===== src/rtl/inputbuf_pkg.sv =====
// Shared defaults and helpers for the input-buffer modulo counter chain.
package inputbuf_pkg;

    localparam int unsigned NDIG_DEF = 2;
    localparam int unsigned W_DEF    = 3;
    localparam int unsigned MOD0_DEF = 4;

    // Bit offset of digit idx inside a packed NDIG*W vector.
    function automatic int unsigned dig_lsb(input int unsigned idx, input int unsigned w);
        return idx * w;
    endfunction

endpackage


===== src/rtl/counter_mod_digit.sv =====
// One modulo-m counter digit; m==0 encodes 2^W, m==1 holds 0 and is always terminal.
module counter_mod_digit
    import inputbuf_pkg::*;
#(
    parameter int unsigned W = W_DEF
) (
    input  logic         clk,
    input  logic         rst_n,
    input  logic         clr_i,
    input  logic         load_i,
    input  logic         step_i,
    input  logic         up_i,
    input  logic [W-1:0] din_i,
    input  logic [W-1:0] m_i,
    input  logic [W-1:0] m_next_i,
    output logic [W-1:0] q_o,
    output logic         term_o
);

    localparam logic [W-1:0] ONE = W'(1);

    logic [W-1:0] q_q, q_d;
    logic [W-1:0] last_cur;
    logic [W-1:0] last_next;

    // Terminal is judged against the modulus in force this cycle; reload values use the
    // modulus that will be in force after the edge, so a wrap into new moduli stays in range.
    assign last_cur  = m_i - ONE;
    assign last_next = m_next_i - ONE;
    assign term_o    = up_i ? (q_q == last_cur) : (q_q == '0);
    assign q_o       = q_q;

    always_comb begin
        q_d = q_q;
        if (clr_i) begin
            q_d = '0;
        end else if (load_i) begin
            q_d = ((m_next_i != '0) && (din_i >= m_next_i)) ? last_next : din_i;
        end else if (step_i) begin
            if (up_i) begin
                q_d = term_o ? '0 : q_q + ONE;
            end else begin
                q_d = term_o ? last_next : q_q - ONE;
            end
        end
    end

    always_ff @(posedge clk or negedge rst_n) begin
        if (!rst_n) begin
            q_q <= '0;
        end else begin
            q_q <= q_d;
        end
    end

endmodule


===== src/rtl/counter_mod_chain.sv =====
// Cascaded chain of NDIG runtime-modulus digits with shadowed modulus update and wrap pulse.
module counter_mod_chain
    import inputbuf_pkg::*;
#(
    parameter int unsigned NDIG = NDIG_DEF,
    parameter int unsigned W    = W_DEF,
    parameter int unsigned MOD0 = MOD0_DEF
) (
    input  logic              clk,
    input  logic              rst_n,
    input  logic              clr_i,
    input  logic              en_i,
    input  logic              up_i,
    input  logic              load_i,
    input  logic [NDIG*W-1:0] din_i,
    input  logic [NDIG*W-1:0] mod_in_i,
    input  logic              mod_wr_i,
    output logic [NDIG*W-1:0] q_o,
    output logic              co_o,
    output logic              wrap_o,
    output logic              mod_pend_o
);

    localparam logic [W-1:0]      MOD0_ENC = W'(MOD0);
    localparam logic [NDIG*W-1:0] RST_MODS = {NDIG{MOD0_ENC}};

    logic [NDIG*W-1:0] act_q, act_d;
    logic [NDIG*W-1:0] shadow_q, shadow_d;
    logic              pend_q, pend_d;
    logic              wrap_q, wrap_d;
    logic [NDIG:0]     carry;
    logic [NDIG-1:0]   term;
    logic              apply;

    assign carry[0] = en_i;
    assign co_o     = carry[NDIG];

    for (genvar i = 0; i < NDIG; i++) begin : g_digit
        localparam int unsigned LSB = dig_lsb(i, W);

        assign carry[i+1] = carry[i] & term[i];

        counter_mod_digit #(
            .W (W)
        ) u_digit (
            .clk      (clk),
            .rst_n    (rst_n),
            .clr_i    (clr_i),
            .load_i   (load_i),
            .step_i   (carry[i]),
            .up_i     (up_i),
            .din_i    (din_i[LSB +: W]),
            .m_i      (act_q[LSB +: W]),
            .m_next_i (act_d[LSB +: W]),
            .q_o      (q_o[LSB +: W]),
            .term_o   (term[i])
        );
    end

    // Moduli only switch at sequence boundaries: full wrap, clear or load.
    assign apply = co_o | clr_i | load_i;

    always_comb begin
        act_d    = act_q;
        shadow_d = mod_wr_i ? mod_in_i : shadow_q;
        pend_d   = pend_q | mod_wr_i;
        wrap_d   = co_o & ~clr_i & ~load_i;
        if (apply) begin
            pend_d = 1'b0;
            if (mod_wr_i) begin
                act_d = mod_in_i;
            end else if (pend_q) begin
                act_d = shadow_q;
            end
        end
    end

    always_ff @(posedge clk or negedge rst_n) begin
        if (!rst_n) begin
            act_q    <= RST_MODS;
            shadow_q <= RST_MODS;
            pend_q   <= 1'b0;
            wrap_q   <= 1'b0;
        end else begin
            act_q    <= act_d;
            shadow_q <= shadow_d;
            pend_q   <= pend_d;
            wrap_q   <= wrap_d;
        end
    end

    assign wrap_o     = wrap_q;
    assign mod_pend_o = pend_q;

endmodule

===== config.mk =====
export PLATFORM = sky130hd
export DESIGN_NAME = counter_mod_chain
export DESIGN_NICKNAME = d
export VERILOG_FILES = /design/src/rtl/inputbuf_pkg.sv /design/src/rtl/counter_mod_digit.sv /design/src/rtl/counter_mod_chain.sv
export SDC_FILE = /design/constraint.sdc
export NUM_CORES = 1
export LEC_CHECK = 0
export BUFFER_PORTS_ARGS = -buffer_cell sky130_fd_sc_hd__buf_2
export CORE_MARGIN = 5
export CORE_UTILIZATION = 55
export DETAILED_ROUTE_END_ITERATION = 16
export PLACE_DENSITY = 0.78
export SLEW_MARGIN = 20
export SYNTH_ARGS = -nofsm -noshare
export SYNTH_HDL_FRONTEND = slang
export SYNTH_HIERARCHICAL = 1
export SYNTH_SLANG_ARGS = --single-unit

===== constraint.sdc =====
create_clock -name clk -period 3.5 [get_ports clk]
set_input_delay 0.7 -clock clk [delete_from_list [all_inputs] [get_ports clk]]
set_output_delay 0.7 -clock clk [all_outputs]
set_load 0.005 [all_outputs]

* Word-level counts from Yosys, hierarchy flattened
Cells that the tools add are included.
Operators by class: add/subtract/negate cells 8, order comparisons 2, muxes and demuxes 20, equality and inequality tests 2, bitwise logic cells 9, reductions and logical operators 8
Operators with widths (count):
- $mux 3 | 14
- $mux 6 | 3
- $sub 3x1->3 const B | 6
- $reduce_bool 3->1 | 4
- $add 3x1->3 const B | 2
- $eq 3x3->1 | 2
- $ge 3x3->1 | 2
- $logic_not 3->1 | 2
- $and 1x1->1 | 4
- $mux 1 | 3
- $or 1x1->1 | 3
- $logic_and 1x1->1 | 2
- $not 1->1 | 2
Storage, ports and cells: bits of input ports 19, output and inout bits 9, logic and storage cells 55, register bits after elaboration 20

* Logic depth before layout (Yosys ltp)
word-level depth 14, gate-level depth with buffers 16

* Hierarchy
Netlist, hierarchy kept.
Modules (own cells, without submodules):
- counter_mod_digit | instances 2, seq. area each 75.1 µm², cells an instance 63, area an instance 566.8 µm²
- counter_mod_chain | instances 1, seq. area each 355.3 µm², cells an instance 46, area an instance 626.9 µm²

* Worst setup path before layout
No wires, ideal clock.
path kind flip-flop to flip-flop, start point register act_q[0], end point register g_digit[1].u_digit.q_q[2], data required time 3.369 ns, arrival time 3.070 ns, path buffers 1, setup slack 0.298 ns, stages on the path, launching flop included 16, period minus slack after synthesis 3.202 ns, cells stage by stage dfrtp_1 -> inv_1 -> ha_1 -> xnor3_2 -> nand4_1 -> o21ai_0 -> a311oi_4 -> buf_6 -> o32a_1 -> inv_1 -> ha_1 -> xnor2_1 -> a211o_1 -> a21oi_1 -> a2111oi_2 -> nor4_2
On the way: cells in the longest elaborated chain, start to end 14, elaborated cells between the ends (all ways) 19, those cells by class add/sub (2); order compare (1); eq/ne (1); mux (8); bitwise (4); reduce/logical (3)
RTL lines:
- from (decl) | line counter_mod_chain.sv:27 | logic [NDIG*W-1:0] act_q, act_d;
- from (signal assigned) | line counter_mod_chain.sv:85 | act_q <= act_d;
- $sub 3x1->3 (*) | line counter_mod_digit.sv:28 | assign last_cur = m_i - ONE;
- $eq 3x3->1 (*) | line counter_mod_digit.sv:30 | assign term_o = up_i ? (q_q == last_cur) : (q_q == '0);
- $mux 1 (*) | line counter_mod_digit.sv:30
- named net term[0] | line counter_mod_chain.sv:32 | logic [NDIG-1:0] term;
- $and 1x1->1 (*) (2 in a row) | line counter_mod_chain.sv:41 | assign carry[i+1] = carry[i] & term[i];
- $or 1x1->1 (*) (2 in a row) | line counter_mod_chain.sv:61 | assign apply = co_o | clr_i | load_i;
- $mux 6 (*) | line counter_mod_chain.sv:68 | if (apply) begin
- named net act_d[3] | line counter_mod_chain.sv:27
- $sub 3x1->3 | line counter_mod_digit.sv:29 | assign last_next = m_next_i - ONE;
- $mux 3 | line counter_mod_digit.sv:43 | q_d = term_o ? last_next : q_q - ONE;
- $mux 3 | line counter_mod_digit.sv:40 | if (up_i) begin
- $mux 3 | line counter_mod_digit.sv:39 | end else if (step_i) begin
- $mux 3 (*) | line counter_mod_digit.sv:37 | end else if (load_i) begin
- $mux 3 (*) | line counter_mod_digit.sv:35 | if (clr_i) begin
- to (signal assigned) | line counter_mod_digit.sv:52 | q_q <= q_d;
- to (decl) | line counter_mod_digit.sv:22 | logic [W-1:0] q_q, q_d;
The timed path passes the listed nets; every way through them passes the cells marked *. The select of a mux whose other input is x is not followed. A chain may end at the register's enable or synchronous reset.

* Worst setup path in the final report
start point register act_q[3], end point register g_digit[0].u_digit.q_q[2]
On the way: cells in the longest elaborated chain, start to end 13, elaborated cells between the ends (all ways) 17, those cells by class add/sub (2); order compare (1); eq/ne (1); mux (8); bitwise (3); reduce/logical (2)
RTL lines (line):
- $sub 3x1->3 (*) | counter_mod_digit.sv:28
- $eq 3x3->1 (*) | counter_mod_digit.sv:30
- $mux 1 (*) | counter_mod_digit.sv:30
- named net term[1] | counter_mod_chain.sv:32
- $and 1x1->1 (*) | counter_mod_chain.sv:41
- $or 1x1->1 (*) (2 in a row) | counter_mod_chain.sv:61
- $mux 6 (*) | counter_mod_chain.sv:68
- named net act_d[0] | counter_mod_chain.sv:27
- $sub 3x1->3 | counter_mod_digit.sv:29
- $mux 3 | counter_mod_digit.sv:43
- $mux 3 | counter_mod_digit.sv:40
- $mux 3 | counter_mod_digit.sv:39
- $mux 3 (*) | counter_mod_digit.sv:37
- $mux 3 (*) | counter_mod_digit.sv:35
- to (signal assigned) | counter_mod_digit.sv:52
- to (decl) | counter_mod_digit.sv:22
Marked as above.

==> out/results.txt <==
clk_lat worst skew: 310 ps
vias in the first global route: 1,375
Synth Flop Type: dfrtp_1
mapped cell area: 0.00176 mm²
distinct cell type count of the synthesized netlist: 38
residual DRC count: 0
Site Rows: 20
Worst Tran Pin Value: 462 ps
synthesized flop and latch total: 20
Post-Synthesis Cells: 172
Chip Width: 66.6 µm
crit path cell chain: inv_1, ha_1, xor2_4, nand4_1, o21ai_2, a311oi_4, buf_6, buf_12, o32a_2, ha_1, o21ai_0, a221o_1, mux2i_1, nor4_2
clock sinks: 20
All-Layer GR Usage: 18.8%
R2R Setup Slk: 90 ps
GPL Wtd Cong: 0.792
Mapped Nets: 209
FFs w/ async S/R, synth: 100%
Setup CP Type: flip-flop to flip-flop
critical path buffer and inverter count: 3
global-route wire length before repair: 6.33 mm
clk root buf: clkbuf_4
Yosys Warn Count: 6
maximum number of pins on one net before global-route repair: 23
type of the most critical hold path: input port to asynchronous set/reset pin
die area: 0.00443 mm²
Post-Route WL: 3.99 mm
P_leak: 1.03 nW
Layout Nets: 246
fraction of layout cells with a size suffix above 1: 33.7%
IO Pins: 28
CTS Buf Count: 3
max-cap violations: 0
mean post-synth cell area: 10.2 µm²
commonest cells in the netlist: 20 x inv_1, 18 x ha_1, 17 x nor2_1
quantity of I/O buffers inserted on ports: 27
Antenna Diode Count: 0
reg2reg start: act_q[3]
relative max-transition margin: 69.2%
cell taking the most area after synthesis: dfrtp_1
Largest stage delay, worst path: 400 ps
final period demand of the worst path: 3410 ps
Fmax: 293 MHz
core area: 0.00305 mm²
GR Overflow Total: 0
fin crit share: 97.5%
initial antenna violation count: 0
top cell type's share of synthesized area: 22.7%
DR iter-0 viols: 56
Starting Density: 57.7%
Final Hold Vio Count: 0
peak supply drop: 0.000314 V
Critical Path RT: 3720 ps
CTS max path bufs: 2
Worst Setup SP: act_q[3]
H-tree Lvls: 1
register area share after synthesis: 28.7%
skew final: 1.70 ps
most numerous cell in the Yosys netlist: inv_1
Min Hold Slack: 322 ps
die extent in y: 66.6 µm
startpoint type of the worst setup path: flip-flop
DPL Wire Length: 3.07 mm
fill count: 244
Final Non-Filler Cells: 252
first drt pass iteration count: 4
outcome: finished clean
Register Area: 505 µm²
Crit path max-delay family: compound AO/OA/AOI/OAI gates
Data arrival, critical path: 3640 ps
worst reg-to-reg path cell count: 14
endpoint class of the critical path: flip-flop
Via-to-Cell Ratio: 5.48
post-route ant nets: 0
CTS tree: yes
FF-to-FF End: g_digit[0].u_digit/q_o[2]
top cells by area, synth: dfrtp_1 23%, ha_1 13%, dfstp_2 6.0%
Critical Path Fanout Max: 6
Final Max Tran Viols: 0
most frequent CP cell: ha_1
Multi-input gate area: 0.00113 mm²
number of synthesized flops with an enable pin: 0
dpl cells: 244
PwrDens: 509 mW/mm²
# hold bufs at CTS: 0
Clock transition at path regs: 130 ps
Area Overhead vs Synth: 17.7%
Via Count: 1,381
wire length per cell: 15.8 µm
critical path's slowest cell: o32a_2
final setup vio count: 0
placed cells by master (no fill, tap or decap), drive strengths merged, types with 4 or more instances in the layout:
cell type / instances
dfstp: 4
dfrtp: 16
buf: 37
a31oi: 4
xor2: 6
a21oi: 8
nor3: 4
ha: 18
mux2: 6
nor4: 4
inv: 20
clkbuf: 4
o32a: 6
a221o: 4
nor2: 17
nand2: 4
nand2b: 6
o21ai: 4
mux2i: 10
worst max path at each step:
stage / endpoint / slack [ps] / cells past startpoint
5_1_grt: g_digit[1].u_digit/q_o[2] / -100 / 16
6_report: g_digit[0].u_digit/q_o[2] / 90 / 14
3_5_place_dp: g_digit[0].u_digit/q_o[2] / 100 / 14
3_3_place_gp: g_digit[1].u_digit/q_o[2] / 180 / 14
2_1_floorplan: g_digit[1].u_digit/q_o[2] / 300 / 15
4_1_cts: g_digit[0].u_digit/q_o[2] / 60 / 14
layer usage:
layer	vias up	track usage (%)	part of all wire [%]
met2	21	36.3	55
met5	-	0	0
met4	0	5.33	1.2
met3	4	2.87	2.9
met1	670	21.1	41
li1	686	-	-
power by group:
group | switching, mW | internal, mW | total [mW]
Clock | 0.0800 | 0.116 | 0.196
Sequential | 0.0282 | 0.271 | 0.299
Combinational | 0.289 | 0.270 | 0.559
Total | 0.397 | 0.657 | 1.05
flip-flops by register name, summed over array words and instances (netlist names):
signal and count:
act_q 6, g_digit.u_digit/q_o 6, shadow_q 6, mod_pend_o 1
wrap_o 1
through the flow:
step	total power, mW	setup TNS [ps]	setup slack (ps)	util (%)	area, µm²
3_5_place_dp	0.838	0	101	64.2	1960
6_report	1.05	0	86.9	67.9	2070
2_1_floorplan	0.704	0	298	-	1760
5_1_grt	1.13	-340	-97.8	67.9	2070
4_1_cts	1.04	0	56.6	65.9	2010
3_3_place_gp	0.808	0	184	64.2	1960
layout make-up:
class                   count  area share (%)
clock buffers               3            1.09
clock inverters             1            1.45
inverters                  20            3.62
multi-input cells         126            54.6
flip-flops and latches     20            24.4
well taps                  44            2.66
repair buffers             38            12.1
logic make-up after synthesis:
kind of cell | Yosys count | synth area share (%)
buf+inv | 26 | 7.39
xor+xnor | 10 | 9.67
flops | 20 | 28.7
compound gates | 35 | 16.5
simple gates | 47 | 14.8
mux | 16 | 10.2
fa+ha+maj | 18 | 12.8
repair_timing:
| action | CTS | global route |
|---|---|---|
| buffers inserted | 0 | 3 |
| endpoints found under the setup margin | 0 | 6 |
| resized for setup | 0 | 7 |
Power figures use the tool's default switching activity.
